==> config.mk <==
export PLATFORM = sky130hd
export DESIGN_NAME = btb_predictor
export DESIGN_NICKNAME = d
export VERILOG_FILES = /design/src/rtl/btb_predictor.sv
export SDC_FILE = /design/constraint.sdc
export NUM_CORES = 2
export LEC_CHECK = 0
export BUFFER_PORTS_ARGS = -buffer_cell sky130_fd_sc_hd__buf_2
export CAP_MARGIN = 20
export CELL_PAD_IN_SITES_DETAIL_PLACEMENT = 1
export CELL_PAD_IN_SITES_GLOBAL_PLACEMENT = 2
export CORE_ASPECT_RATIO = 0.7
export CORE_MARGIN = 10
export CORE_UTILIZATION = 43
export CTS_CLUSTER_SIZE = 40
export DETAILED_ROUTE_END_ITERATION = 8
export PLACE_DENSITY = 0.74
export SLEW_MARGIN = 30
export SYNTH_ARGS = -nofsm -noshare
export SYNTH_HDL_FRONTEND = slang
export SYNTH_SLANG_ARGS = --single-unit
==> constraint.sdc <==
create_clock -name clk -period 3.3 [get_ports clk]
set_input_delay 0.33 -clock clk [delete_from_list [all_inputs] [get_ports clk]]
set_output_delay 0.33 -clock clk [all_outputs]
set_load 0.02 [all_outputs]
==> src/rtl/btb_predictor.sv <==
// Direct-mapped BTB with 2-bit direction counters, trained from MEM, issuing a registered redirect.
// Optional statistics counters are built only when BTB_STATS_EN is defined; otherwise the stat ports are tied to 0.
module btb_predictor #(
    parameter int          XLEN     = 32,
    parameter int          IDX_W    = 5,
    parameter logic [1:0]  CTR_INIT = 2'b01
) (
    input  logic            clk,
    input  logic            rst,
    input  logic            fetch_en,
    input  logic [XLEN-1:0] fetch_pc,
    output logic            pred_taken,
    output logic [XLEN-1:0] pred_target,
    input  logic            upd_valid,
    input  logic [XLEN-1:0] upd_pc,
    input  logic            upd_taken,
    input  logic [XLEN-1:0] upd_target,
    input  logic            upd_pred_taken,
    input  logic [XLEN-1:0] upd_pred_target,
    output logic            mispredict,
    output logic [XLEN-1:0] redirect_pc,
    output logic [31:0]     stat_lookups,
    output logic [31:0]     stat_hits,
    output logic [31:0]     stat_mispredicts
);
    localparam int ENTRIES = 1 << IDX_W;
    localparam int TAG_W   = XLEN - IDX_W;

    logic [ENTRIES-1:0]      valid_q;
    logic [ENTRIES-1:0][1:0] ctr_q;
    logic [TAG_W-1:0]        tag_q    [ENTRIES];
    logic [XLEN-1:0]         target_q [ENTRIES];

    logic                    mispredict_q;
    logic [XLEN-1:0]         redirect_q;

    logic [IDX_W-1:0] fetch_idx, upd_idx;
    logic [TAG_W-1:0] fetch_tag, upd_tag;
    logic             fetch_hit, upd_hit, mis_cond;

    assign fetch_idx = fetch_pc[IDX_W-1:0];
    assign fetch_tag = fetch_pc[XLEN-1:IDX_W];
    assign upd_idx   = upd_pc[IDX_W-1:0];
    assign upd_tag   = upd_pc[XLEN-1:IDX_W];

    // Lookup reads the registered table, so a same-cycle update is seen only on the next cycle.
    assign fetch_hit   = valid_q[fetch_idx] && (tag_q[fetch_idx] == fetch_tag);
    assign pred_taken  = fetch_hit && ctr_q[fetch_idx][1];
    assign pred_target = pred_taken ? target_q[fetch_idx] : fetch_pc + XLEN'(1);

    assign upd_hit  = valid_q[upd_idx] && (tag_q[upd_idx] == upd_tag);
    assign mis_cond = upd_valid &&
                      ((upd_taken != upd_pred_taken) ||
                       (upd_taken && (upd_target != upd_pred_target)));

    always_ff @(posedge clk or negedge rst) begin
        if (!rst) begin
            valid_q <= '0;
            ctr_q   <= {ENTRIES{CTR_INIT}};
        end else if (upd_valid) begin
            if (upd_hit) begin
                if (upd_taken && ctr_q[upd_idx] != 2'b11)
                    ctr_q[upd_idx] <= ctr_q[upd_idx] + 2'b01;
                else if (!upd_taken && ctr_q[upd_idx] != 2'b00)
                    ctr_q[upd_idx] <= ctr_q[upd_idx] - 2'b01;
            end else if (upd_taken) begin
                valid_q[upd_idx] <= 1'b1;
                ctr_q[upd_idx]   <= 2'b10;
            end
        end
    end

    // NOTE: tag/target arrays are deliberately left out of reset; the cleared valid bits make their contents irrelevant.
    always_ff @(posedge clk) begin
        if (upd_valid && upd_taken) begin
            tag_q[upd_idx]    <= upd_tag;
            target_q[upd_idx] <= upd_target;
        end
    end

    always_ff @(posedge clk or negedge rst) begin
        if (!rst) begin
            mispredict_q <= 1'b0;
            redirect_q   <= '0;
        end else begin
            mispredict_q <= mis_cond;
            if (mis_cond)
                redirect_q <= upd_taken ? upd_target : upd_pc + XLEN'(1);
        end
    end

    assign mispredict  = mispredict_q;
    assign redirect_pc = redirect_q;

`ifdef BTB_STATS_EN
    logic [31:0] lookups_q, hits_q, mispredicts_q;

    always_ff @(posedge clk or negedge rst) begin
        if (!rst) begin
            lookups_q     <= '0;
            hits_q        <= '0;
            mispredicts_q <= '0;
        end else begin
            if (fetch_en)
                lookups_q <= lookups_q + 32'd1;
            if (fetch_en && fetch_hit)
                hits_q <= hits_q + 32'd1;
            if (mis_cond)
                mispredicts_q <= mispredicts_q + 32'd1;
        end
    end

    assign stat_lookups     = lookups_q;
    assign stat_hits        = hits_q;
    assign stat_mispredicts = mispredicts_q;
`else
    logic unused_fetch_en;
    assign unused_fetch_en  = fetch_en;
    assign stat_lookups     = '0;
    assign stat_hits        = '0;
    assign stat_mispredicts = '0;
`endif

endmodule

==> key figures <==
Outcome
  • Outcome: finished with violations
  • Failing checks: setup timing

GRT
  • First-pass GRT wire length: a little under 500 mm
  • Number of global-route vias before repair: slightly below 60,000
  • Remaining Overflow, GRT: 0
  • Initial antenna violation count: 21
  • Total track usage: a little over 30%
  • Largest net degree at the start of global routing: between 90 and 100

Clock tree
  • H-tree Lvls: 4
  • Sink Count: slightly above 2,000
  • Inserted Clock Buffers: between 200 and 250
  • CTS clock-pin slew for the worst setup and hold paths: 0.06 ns
  • Clock Path Buffers: 4
  • Clk_lat worst skew: roughly 0.90 ns
  • CTS root buf: clkbuf_16
  • CTS tree: yes

Pwr
  • Leak: 38.54 nW
  • Power, Total: 57.74 mW
  • Max IR drop VDD: roughly 450 uV
  • Power Dens Cells: 525.7 nW/um^2

Synth
  • Largest family of logic cells by synthesized area: multiplexers
  • Synthesized area: roughly 89,000 um^2
  • Sequential-to-total area share from yosys stat: about 67%
  • Mapped Cells: between 5,000 and 6,000
  • Xor and xnor area share after synthesis: 1.373%
  • #FFs+latches synth: around 2,000
  • Post-synth cell types: 73
  • Most used DFF post-synth: edfxtp_1
  • EDFF count, synth: ~1,900
  • Mux contribution to synthesized area: around a fifth
  • Mapped Avg Cell Area: 17.66 um^2
  • Synth area leaders: edfxtp_1 (63%), mux4_2 (13%), mux2i_1 (6.9%), dfrtp_1 (2.7%), o22ai_1 (1.7%)
  • Ys async rst share: about 6.4%
  • Dominant cell type by area after synthesis: edfxtp_1
  • Post-synthesis adder-cell area fraction: 0.09805%
  • Share of the synthesized area in the top cell type: between 60% and 70%
  • Post-synthesis compound-gate area fraction: under 10%
  • Simple-Gate Fraction of Synth Area: between 3 and 4%
  • Warnings from Yosys: 0

Timing
  • Fmax achieved: between 200 and 250 MHz
  • RSZ-0062 raised after global routing: true
  • Slew @ Worst Pin: between 1 and 1.5 ns
  • Slew Viols, Final: 0
  • Final Cycle Share: 146.8%
  • Final setup margin: -1.543 ns
  • Min cycle time layout: slightly below 5 ns
  • Final setup fails: 33
  • Relative slew slack: 28.38%
  • Final Skew: roughly 0.09 ns
  • Worst hold margin: slightly below 0.05 ns
  • Final Hold Viols: 0

Critical path
  • Startpoint types: flip-flop
  • Critical Setup Path Class: flip-flop to output port
  • CP max-delay cell: or4b_1
  • Critical-path cell list: mux2i_1, o22ai_1, nor4_1, buf_4, nand4_1, buf_4, xor2_1, or4b_1, nor4_4, buf_12, buf_12, buf_12, mux2i_2, buf_4
  • Max stage delay on crit path: 0.58 ns
  • Worst EP arrival: 4.51 ns
  • CP Max Fanout: 5
  • Critical Path RT: between 2 and 3 ns
  • Crit end category: output port

Placement
  • GPL Wtd Cong: between 0.9 and 1
  • Detailed Place HPWL: between 200 and 250 mm
  • Pre-CTS setup slack: -1.506 ns
  • IO buf count: 198
  • Placed instance count: between 8,000 and 9,000
  • Placed inst area: roughly 100,000 um^2

Cells and area
  • Most common cell after layout, fill and taps aside: edfxtp_1
  • Most frequent cells in the layout: edfxtp_1 (1,888), buf_4 (820), mux2i_1 (603), mux4_2 (498), o22ai_1 (244)
  • Total Nets Final: ~6,300
  • Fin cells: 9,063
  • Design area: approximately 110,000 um^2
  • Layout area overhead: 22.97%
  • Share of cells above drive strength 1: between 30% and 40%

Routing
  • WL met3: 41.68 mm
  • M1 wire length: between 100 and 150 mm
  • DR pass1 iterations: 5
  • ANT nets after route: 0
  • Vias: ~59,000
  • Via-to-Cell Ratio: between 6 and 7
  • # DRC: 0
  • Wirelength per Cell: around 39 um
  • Drt total wl: 353.6 mm
  • DRT iter0 DRCs: 9,433
  • Uppermost layer routed: met5
  • Met2 WL post-DR: between 150 and 200 mm

Die
  • Num rows: around 140
  • Total core area: between 200,000 and 250,000 um^2
  • Die height: between 400 and 500 um
  • Die width: about 560 um
  • Total die area: approximately 230,000 um^2
  • Num ports: approximately 300
  • Starting density of the core: between 40% and 50%

Flow run
  • Max cap viols: 0

Hold path
  • Worst min-delay path category: input pin to flip-flop
==> final timing paths <==
kind	from	endpoint	slack [ns]	depth (start not counted)
setup reg to reg	tag_q[15][7]	ctr_q[28]	0.03	13
hold reg to reg	redirect_pc[4]	redirect_pc[4]	0.51	1
setup / recovery	tag_q[14][15]	pred_target[21]	-1.54	14
max in group asynchronous	rst	ctr_q[28]	2.33	3
min in group asynchronous	rst	ctr_q[33]	0.07	2
hold / removal	upd_target[17]	target_q[13][17]	0.05	2
==> cell type report <==
class | count | area [um^2]
multi-input combinational | 2677 | 28120
fill | 18800 | 95910
clock buffer | 259 | 5373
clock inverter | 103 | 1195
timing repair buffer | 1239 | 11680
inverter | 13 | 53.80
sequential | 2017 | 59960
antenna | 6 | 15.01
tap | 2749 | 3440
==> sequential cells by signal (all words and copies together), names as in the netlist <==
name         cells
target_q      1024
tag_q          864
ctr_q           64
redirect_pc     32
valid_q         32
mispredict       1
==> kinds of logic after synthesis <==
| logic type | count (synthesis) |
|---|---|
| and+or+nand+nor | 606 |
| other | 1 |
| muxes | 1160 |
| adders and majority gates | 7 |
| buffers and inverters | 459 |
| xor gates and xnor gates | 140 |
| DFF | 2017 |
| AOI/OAI and AO/OA | 667 |
==> synthesized netlist by cell type, drive strengths merged (5+ instances only) <==
cell type	number
and3	16
o211ai	15
xnor2	62
mux2	44
a211o	5
nand4	48
nor4	70
a21oi	55
nand2b	7
xor2	78
clkbuf	168
nand3	51
a22oi	54
nor3b	5
a22o	29
inv	13
nor2	116
a211oi	71
dfrtp	97
a31o	28
nand2	202
edfxtp	1888
o221ai	5
nand4b	10
dfstp	32
o22ai	245
and3b	5
buf	278
nand4bb	9
and2	9
nor3	21
mux4	498
a221o	32
and4	7
o21ai	84
nand3b	6
or4b	6
mux2i	618
a221oi	18
ha	7
nor2b	7
==> where the power goes <==
group          switching [mW]  leakage (nW)  internal [mW]
registers               0.160          18.6           28.3
clock network            10.1          3.20           13.5
logic                    3.38          16.8           2.29
total                    13.7          38.5           44.1
==> metal layers <==
layer / up-vias / track usage (%)
met5: - / 0
li1: 22910 / -
met1: 31730 / 44.32
met3: 666 / 7.215
met2: 4036 / 44.31
met4: 16 / 9.735
==> repair_timing <==
action | 4_1_cts | 5_1_grt
pin swaps | 22 | 34
gates resized for setup | 121 | 75
setup endpoints to repair | 75 | 128
endpoints found under the hold margin | 331 | 0
hold buffers | 22 | 0
cloned | 3 | 9
buffers inserted | 13 | 9
==> worst max-delay path: cells and delay by family (launching register included) <==
| family | cells | cell delay [ns] |
|---|---|---|
| buffers and inverters | 6 | 1.04 |
| muxes | 2 | 0.54 |
| and+or+nand+nor | 4 | 1.33 |
| xor gates and xnor gates | 1 | 0.15 |
| DFF | 1 | 0.41 |
| AOI/OAI and AO/OA | 1 | 0.16 |
==> through the flow <==
step                utilization (%)  setup TNS, ns
CTS                           53.12         -54.15
global route                  53.38         -51.63
detailed placement            49.53        -103.50
global placement              49.51         -99.45
floorplan                         -        -455.77
finish                        53.39         -47.70
Note: power is estimated with default switching activity, not from simulation.
